$ cat src/rtl/rf_cmd_sequencer.sv
// rf_cmd_sequencer: serialises CPU commands into single-cycle RF write strobes and returns one response per command
module rf_cmd_sequencer #(
    parameter int RF_ADDR_WIDTH = 2,
    parameter int RF_DATA_WIDTH = 32
) (
    input  logic                     clk,
    input  logic                     resetn,
    input  logic                     cmd_valid,
    output logic                     cmd_ready,
    input  logic [2:0]               cmd_funct,
    input  logic [RF_ADDR_WIDTH-1:0] cmd_addr,
    input  logic [RF_DATA_WIDTH-1:0] cmd_data,
    output logic                     rsp_valid,
    input  logic                     rsp_ready,
    output logic [RF_DATA_WIDTH-1:0] rsp_data,
    output logic [RF_ADDR_WIDTH-1:0] rf_addr,
    output logic                     rf_wren,
    output logic [RF_DATA_WIDTH-1:0] rf_data,
    input  logic [RF_DATA_WIDTH-1:0] rf0,
    input  logic [RF_DATA_WIDTH-1:0] rf1,
    input  logic [RF_DATA_WIDTH-1:0] rf2,
    input  logic [RF_DATA_WIDTH-1:0] rf3,
    output logic                     busy
);
    localparam logic [1:0] IDLE = 2'd0, WRITE = 2'd1, SEQ = 2'd2, RESP = 2'd3;
    logic [1:0] state, cnt;
    logic [RF_DATA_WIDTH-1:0] rd, cdat;
    logic is_wr, is_seq;
    assign cmd_ready = state == IDLE;
    assign busy      = !cmd_ready;
    assign rsp_valid = state == RESP;
    always_comb begin
        rd     = cmd_addr[1] ? (cmd_addr[0] ? rf3 : rf2) : (cmd_addr[0] ? rf1 : rf0);
        is_seq = cmd_funct == 3'd1 || cmd_funct == 3'd3;
        is_wr  = cmd_funct == 3'd0 || is_seq;
        cdat   = cmd_funct == 3'd3 ? '0 : cmd_data;
    end
    // rf_data doubles as the response payload for WRITE/BCAST/CLEAR
    always_ff @(posedge clk or negedge resetn) begin
        if (!resetn) begin
            state    <= IDLE;
            cnt      <= '0;
            rf_wren  <= 1'b0;
            rf_addr  <= '0;
            rf_data  <= '0;
            rsp_data <= '0;
        end else begin
            case (state)
                IDLE: if (cmd_valid) begin
                    rf_wren  <= is_wr;
                    cnt      <= '0;
                    rsp_data <= cmd_funct == 3'd2 ? rd : '0;
                    state    <= cmd_funct == 3'd0 ? WRITE : is_seq ? SEQ : RESP;
                    if (is_wr) begin
                        rf_addr <= cmd_funct == 3'd0 ? cmd_addr : '0;
                        rf_data <= cdat;
                    end
                end
                WRITE: begin
                    rf_wren  <= 1'b0;
                    rsp_data <= rf_data;
                    state    <= RESP;
                end
                SEQ: if (cnt == 2'd3) begin
                    rf_wren  <= 1'b0;
                    cnt      <= '0;
                    rsp_data <= rf_data;
                    state    <= RESP;
                end else begin
                    cnt     <= cnt + 2'd1;
                    rf_addr <= RF_ADDR_WIDTH'(cnt + 2'd1);
                end
                default: if (rsp_ready) state <= IDLE;
            endcase
        end
    end
endmodule
$ cat config.mk
export PLATFORM = sky130hd
export DESIGN_NAME = rf_cmd_sequencer
export DESIGN_NICKNAME = d
export VERILOG_FILES = /design/src/rtl/rf_cmd_sequencer.sv
export SDC_FILE = /design/constraint.sdc
export NUM_CORES = 1
export LEC_CHECK = 0
export BUFFER_PORTS_ARGS = -buffer_cell sky130_fd_sc_hd__buf_2
export CAP_MARGIN = 20
export CORE_MARGIN = 5
export CORE_UTILIZATION = 47
export DETAILED_ROUTE_END_ITERATION = 6
export PLACE_DENSITY = 0.95
export SLEW_MARGIN = 20
export SYNTH_ARGS = -nofsm -noshare
export SYNTH_HDL_FRONTEND = slang
export SYNTH_SLANG_ARGS = --single-unit
$ cat constraint.sdc
create_clock -name clk -period 4.8 [get_ports clk]
set_input_delay 0 -clock clk [delete_from_list [all_inputs] [get_ports clk]]
set_output_delay 0 -clock clk [all_outputs]
set_load 0.02 [all_outputs]
Word-level counts from Yosys, hierarchy flattened. Index checks and enable logic that the tools add are counted.

Equality and inequality tests: 11. Reductions and logical operators: 13. Muxes and demuxes: 25. Add/subtract/negate cells: 1.

Operator list (number): 32-bit two-way mux (7); 32-bit one-hot mux with 3 select lines (1); 2-bit two-way mux (10); 3-bit AND reduction (3); 2-bit one-hot mux with 2 select lines (2); 2-bit equality test (second input constant) (3); 3-bit by 2-bit equality test with 1-bit output (second input constant) (2); 2-bit != test (second input constant) (3); 2-bit one-hot mux with 3 select lines (1); 4-bit AND reduction (1); 4-bit nonzero test (1); 3-bit by 1-bit equality test with 1-bit output (second input constant) (1); 3-bit logical NOT (1); 1-bit two-way mux (3); 1-bit one-hot mux with 3 select lines (1); 3-bit nonzero test (1); 2-bit by 1-bit adder with 2-bit output (second input constant) (1); 2-bit by 1-bit equality test with 1-bit output (second input constant) (1); 2-bit logical NOT (1); 1-bit logical OR (2); 2-bit by 1-bit != test with 1-bit output (second input constant) (1); 2-bit AND reduction (1); 2-bit nonzero test (1); 1-bit logical NOT (1).

Register bits after elaboration: 71. Logic and storage cells: 56.

Logic depth before layout (Yosys ltp).
Depth in word-level cells: 6. Gate-level depth with buffers: 8. Mapped depth without buffers: 6.

Least setup slack after synthesis. OpenSTA, ideal clock, no wires.

Kind: flip-flop to flip-flop. Start point: register state[0]. End point: register rf_addr[0]. Arrival: 1.750 ns. Data required time: 4.672 ns. Path slack: 2.922 ns. Stages on the path, launching flop included: 7. Buffers on the path: 0. Period minus slack after synthesis: 1.878 ns. Path through: dfrtp_1 > inv_1 > ha_1 > inv_2 > a21o_1 > a221o_1 > mux2_1.

Word-level cells in the longest chain between the ends: 3. Elaborated cells between the ends (all ways): 8.

RTL lines: from (decl) (line 26) `logic [1:0] state, cnt;`; from (signal assigned) (line 53) `state <= cmd_funct == 3'd0 ? WRITE : is_seq ? SEQ : RESP;`; 2-bit logical NOT (*); named net cmd_ready (line 9) `output logic cmd_ready,`; 2-bit by 1-bit != test with 1-bit output (no source line) (tied with other cells); 4-bit AND reduction (no source line); to (signal assigned) (line 55) `rf_addr <= cmd_funct == 3'd0 ? cmd_addr : '0;`; to (signal assigned) (line 71) `rf_addr <= RF_ADDR_WIDTH'(cnt + 2'd1);`; to (decl) (line 16) `output logic [RF_ADDR_WIDTH-1:0] rf_addr,`.

The timed path passes the listed nets; every way through them passes the cells marked *. A chain may end at the register's enable or synchronous reset.

Worst setup path after layout.
Start point: register state[0]. End point: register rf_data[28].

Word-level cells in the longest chain between the ends: 2.

RTL lines: 2-bit logical NOT (line 48) `case (state)`; 3-bit AND reduction (no source line); to (signal assigned) (line 56) `rf_data <= cdat;`; to (decl) (line 18) `output logic [RF_DATA_WIDTH-1:0] rf_data,`.

No other way between the ends.

==> run metrics <==
outcome complete, no violations; total of endpoints with negative setup slack in the final report 0; ant diodes 0; number of warnings issued by yosys 0; Largest delay share family, worst path simple AND/OR/NAND/NOR gates; post-detailed-route DRC marker count 0; post-synth net total 544; relative slew slack 39.2%; maximum single-stage delay on the critical path 0.77 ns; height of the die 101 um; synthesis-to-layout area growth 43.8%; share of the clock period used by the worst path 52.5%; total chip power 3.36 mW; total global routing track utilization 26.2%; IR Drop Worst-Case VDD 0.323 mV; global-route wire length before repair 20800 um; arrival time worst endpoint 2.69 ns; type of the worst setup path reg2reg; unrepaired setup endpoints after global routing false; clock latency of the later-clocked register in the worst-skew pair 0.32 ns; post-layout utilization of the core 68.8%; Leakage Power 2.85 nW; maximum buffer depth of the clock tree 2; effective utilization at floorplan 47.8%; weighted congestion reported at the end of routability-driven placement 0.873; Slew Viols, Final 0; crit-path cells inv_1, ha_1, nand4_1, buf_4, nand2_1, o21ai_0; class of the tightest hold or removal check in2reg; Crit path buffers/inverters 2; DR vias 4049; endpoint class of the critical path flop; Ports 239; TritonCTS Buffers 9; WL/cell 18.4 um; Detail Route Antenna Nets 0; Critical Path Fanout Max 40; post-synthesis instance area 3890 sq um; sinks on the clock net 71; number of instances resized during post-cts repair 0; final critical path time including I/O delays and setup 2.52 ns; post-synthesis sequential area ratio 45.7%; final worst hold slack 0.0620 ns; DR vias/cell 5.52; final count of hold timing violations 0; flops & latches, synth 71; master cell of the clock root buffer sky130_fd_sc_hd__clkbuf_8; worst clock skew on the final layout 0.0142 ns; transition at the pin with the smallest max-transition slack 0.909 ns; peak clock frequency supported by timing 397 MHz; DIE WIDTH 101 um; required time of the worst setup path 4.98 ns; count of H-tree levels built during CTS 3; detailed router's first-iteration violation count 187; share of layout cells above drive strength 1 46.7%; most common cell after layout, fill and taps aside sky130_fd_sc_hd__buf_2; Port Buf Inserts 238; die outline area 10200 sq um; slowest cell on the critical path sky130_fd_sc_hd__nand4_1; Gate Count Post-Synth 370; Setup TNS 0 ns; Post-layout nets 801; standard cell core area 8130 sq um; MaxCap Viol Count 0; critical path launch point type flop; largest net degree at the start of global routing 72; number of antenna violations at the first check in global routing 0; Power per Cell Area 600 nW/um^2; TritonCTS clock tree built; via count of the first global-routing pass 4319; half-perimeter wire length after detailed placement 9930 um; highest-count cells in the layout ignoring fill and taps sky130_fd_sc_hd__buf_2, sky130_fd_sc_hd__dfrtp_1, sky130_fd_sc_hd__nand2_1; Setup Buffers After CTS 0; number of rows in the core area 33; number of buffers inserted by hold repair at cts 33; clock transition time at the flip-flop clock pins of the worst setup and hold paths 0.08 ns; detailed-route wire length 13500 um; synthesized area per cell 10.5 sq um; distinct cell type count after synthesis 28; overall overflow remaining after global route 0; number of detailed-routing iterations run before antenna repair 4
## sequential cells by signal (all words and copies together) (netlist names)
name,flops
rf_data,32
state,2
cnt,2
rf_wren,1
rf_addr,2
rsp_data,32
## cell usage after synthesis
cell type                  number  share of area (%)
sky130_fd_sc_hd__mux2_2         1               0.29
sky130_fd_sc_hd__dfrtp_1       71                 46
sky130_fd_sc_hd__buf_2         11                1.4
sky130_fd_sc_hd__inv_1          4               0.39
sky130_fd_sc_hd__nor2_1        33                3.2
sky130_fd_sc_hd__ha_1           5                1.6
sky130_fd_sc_hd__mux2_1         2               0.58
sky130_fd_sc_hd__mux4_2        32                 19
sky130_fd_sc_hd__a22oi_1       32                6.2
sky130_fd_sc_hd__nand4_1        1               0.16
sky130_fd_sc_hd__nand2b_1       2               0.32
sky130_fd_sc_hd__a221o_1        1               0.26
sky130_fd_sc_hd__a21oi_1       34                4.4
sky130_fd_sc_hd__a21o_1         1               0.19
sky130_fd_sc_hd__clkbuf_1      16                1.5
sky130_fd_sc_hd__nand2_1       68                6.6
sky130_fd_sc_hd__o22ai_1        2               0.32
sky130_fd_sc_hd__nor3_2         2               0.51
sky130_fd_sc_hd__o21ai_0       37                4.8
sky130_fd_sc_hd__nand3_1        2               0.26
sky130_fd_sc_hd__nor2b_1        1               0.16
sky130_fd_sc_hd__buf_6          4                1.2
sky130_fd_sc_hd__nor4b_1        1               0.23
sky130_fd_sc_hd__nor3_1         3               0.39
sky130_fd_sc_hd__nor2b_4        1               0.35
sky130_fd_sc_hd__inv_2          1              0.096
sky130_fd_sc_hd__mux2i_1        1               0.26
sky130_fd_sc_hd__o21ba_2        1               0.26
## cell families after synthesis
logic type / count (synthesis) / share of synthesized area [%]
AO/OA/AOI/OAI: 108 / 16.3
buffers and inverters: 36 / 4.60
adder cells (fa/ha/maj): 5 / 1.61
multiplexers: 36 / 19.7
AND/OR/NAND/NOR: 114 / 12.1
flip-flops: 71 / 45.7
## worst paths after layout
path / start / to / slack (ns) / cells past startpoint
worst max-delay path: state[0] / rf_data[28] / 2.28 / 6
max in group asynchronous: resetn / rsp_data[24] / 3.87 / 2
worst max register to register: state[0] / rf_data[28] / 2.28 / 6
worst min-delay path: cmd_valid / cnt[1] / 0.06 / 3
min in group asynchronous: resetn / rf_addr[0] / 0.31 / 2
worst min register to register: rf_addr[1] / rf_addr[1] / 0.50 / 1
## per-stage QoR
step,area (sq um),setup WS (ns),std cells
after global routing,5590,2.07,734
after CTS,5590,2.32,734
after detailed placement,5110,2.33,688
final,5590,2.28,734
after floorplan,3890,2.92,370
after global placement,5110,2.51,688
## routing by layer
| metal | track usage [%] | routed length, um | vias to the layer above |
|---|---|---|---|
| li1 | - | - | 1857 |
| met2 | 48.0 | 7260 | 230 |
| met1 | 29.6 | 4760 | 1932 |
| met4 | 9.41 | 327 | 0 |
| met3 | 6.37 | 1190 | 30 |
| met5 | 0 | 0 | - |
## final cells by class
cell class	instances	area (sq um)
repair buffers	277	1570
clock buffers	11	141
inverters	5	18.8
multi-input cells	263	1950
well taps	105	131
flip-flops and latches	71	1780
clock inverters	2	10.0
fillers	608	2540
## worst register-to-register path, cell delays in order, from the launching register on
cell                      delay [ns]
sky130_fd_sc_hd__dfrtp_1        0.41
sky130_fd_sc_hd__inv_1          0.11
sky130_fd_sc_hd__ha_1           0.31
sky130_fd_sc_hd__nand4_1        0.77
sky130_fd_sc_hd__buf_4          0.55
sky130_fd_sc_hd__nand2_1        0.14
sky130_fd_sc_hd__o21ai_0        0.10
## report_power, final
part           internal, mW  switching, mW
Combinational         0.677           1.17
Clock                 0.192          0.203
Sequential            0.907          0.207
Power figures use the tool's default switching activity.
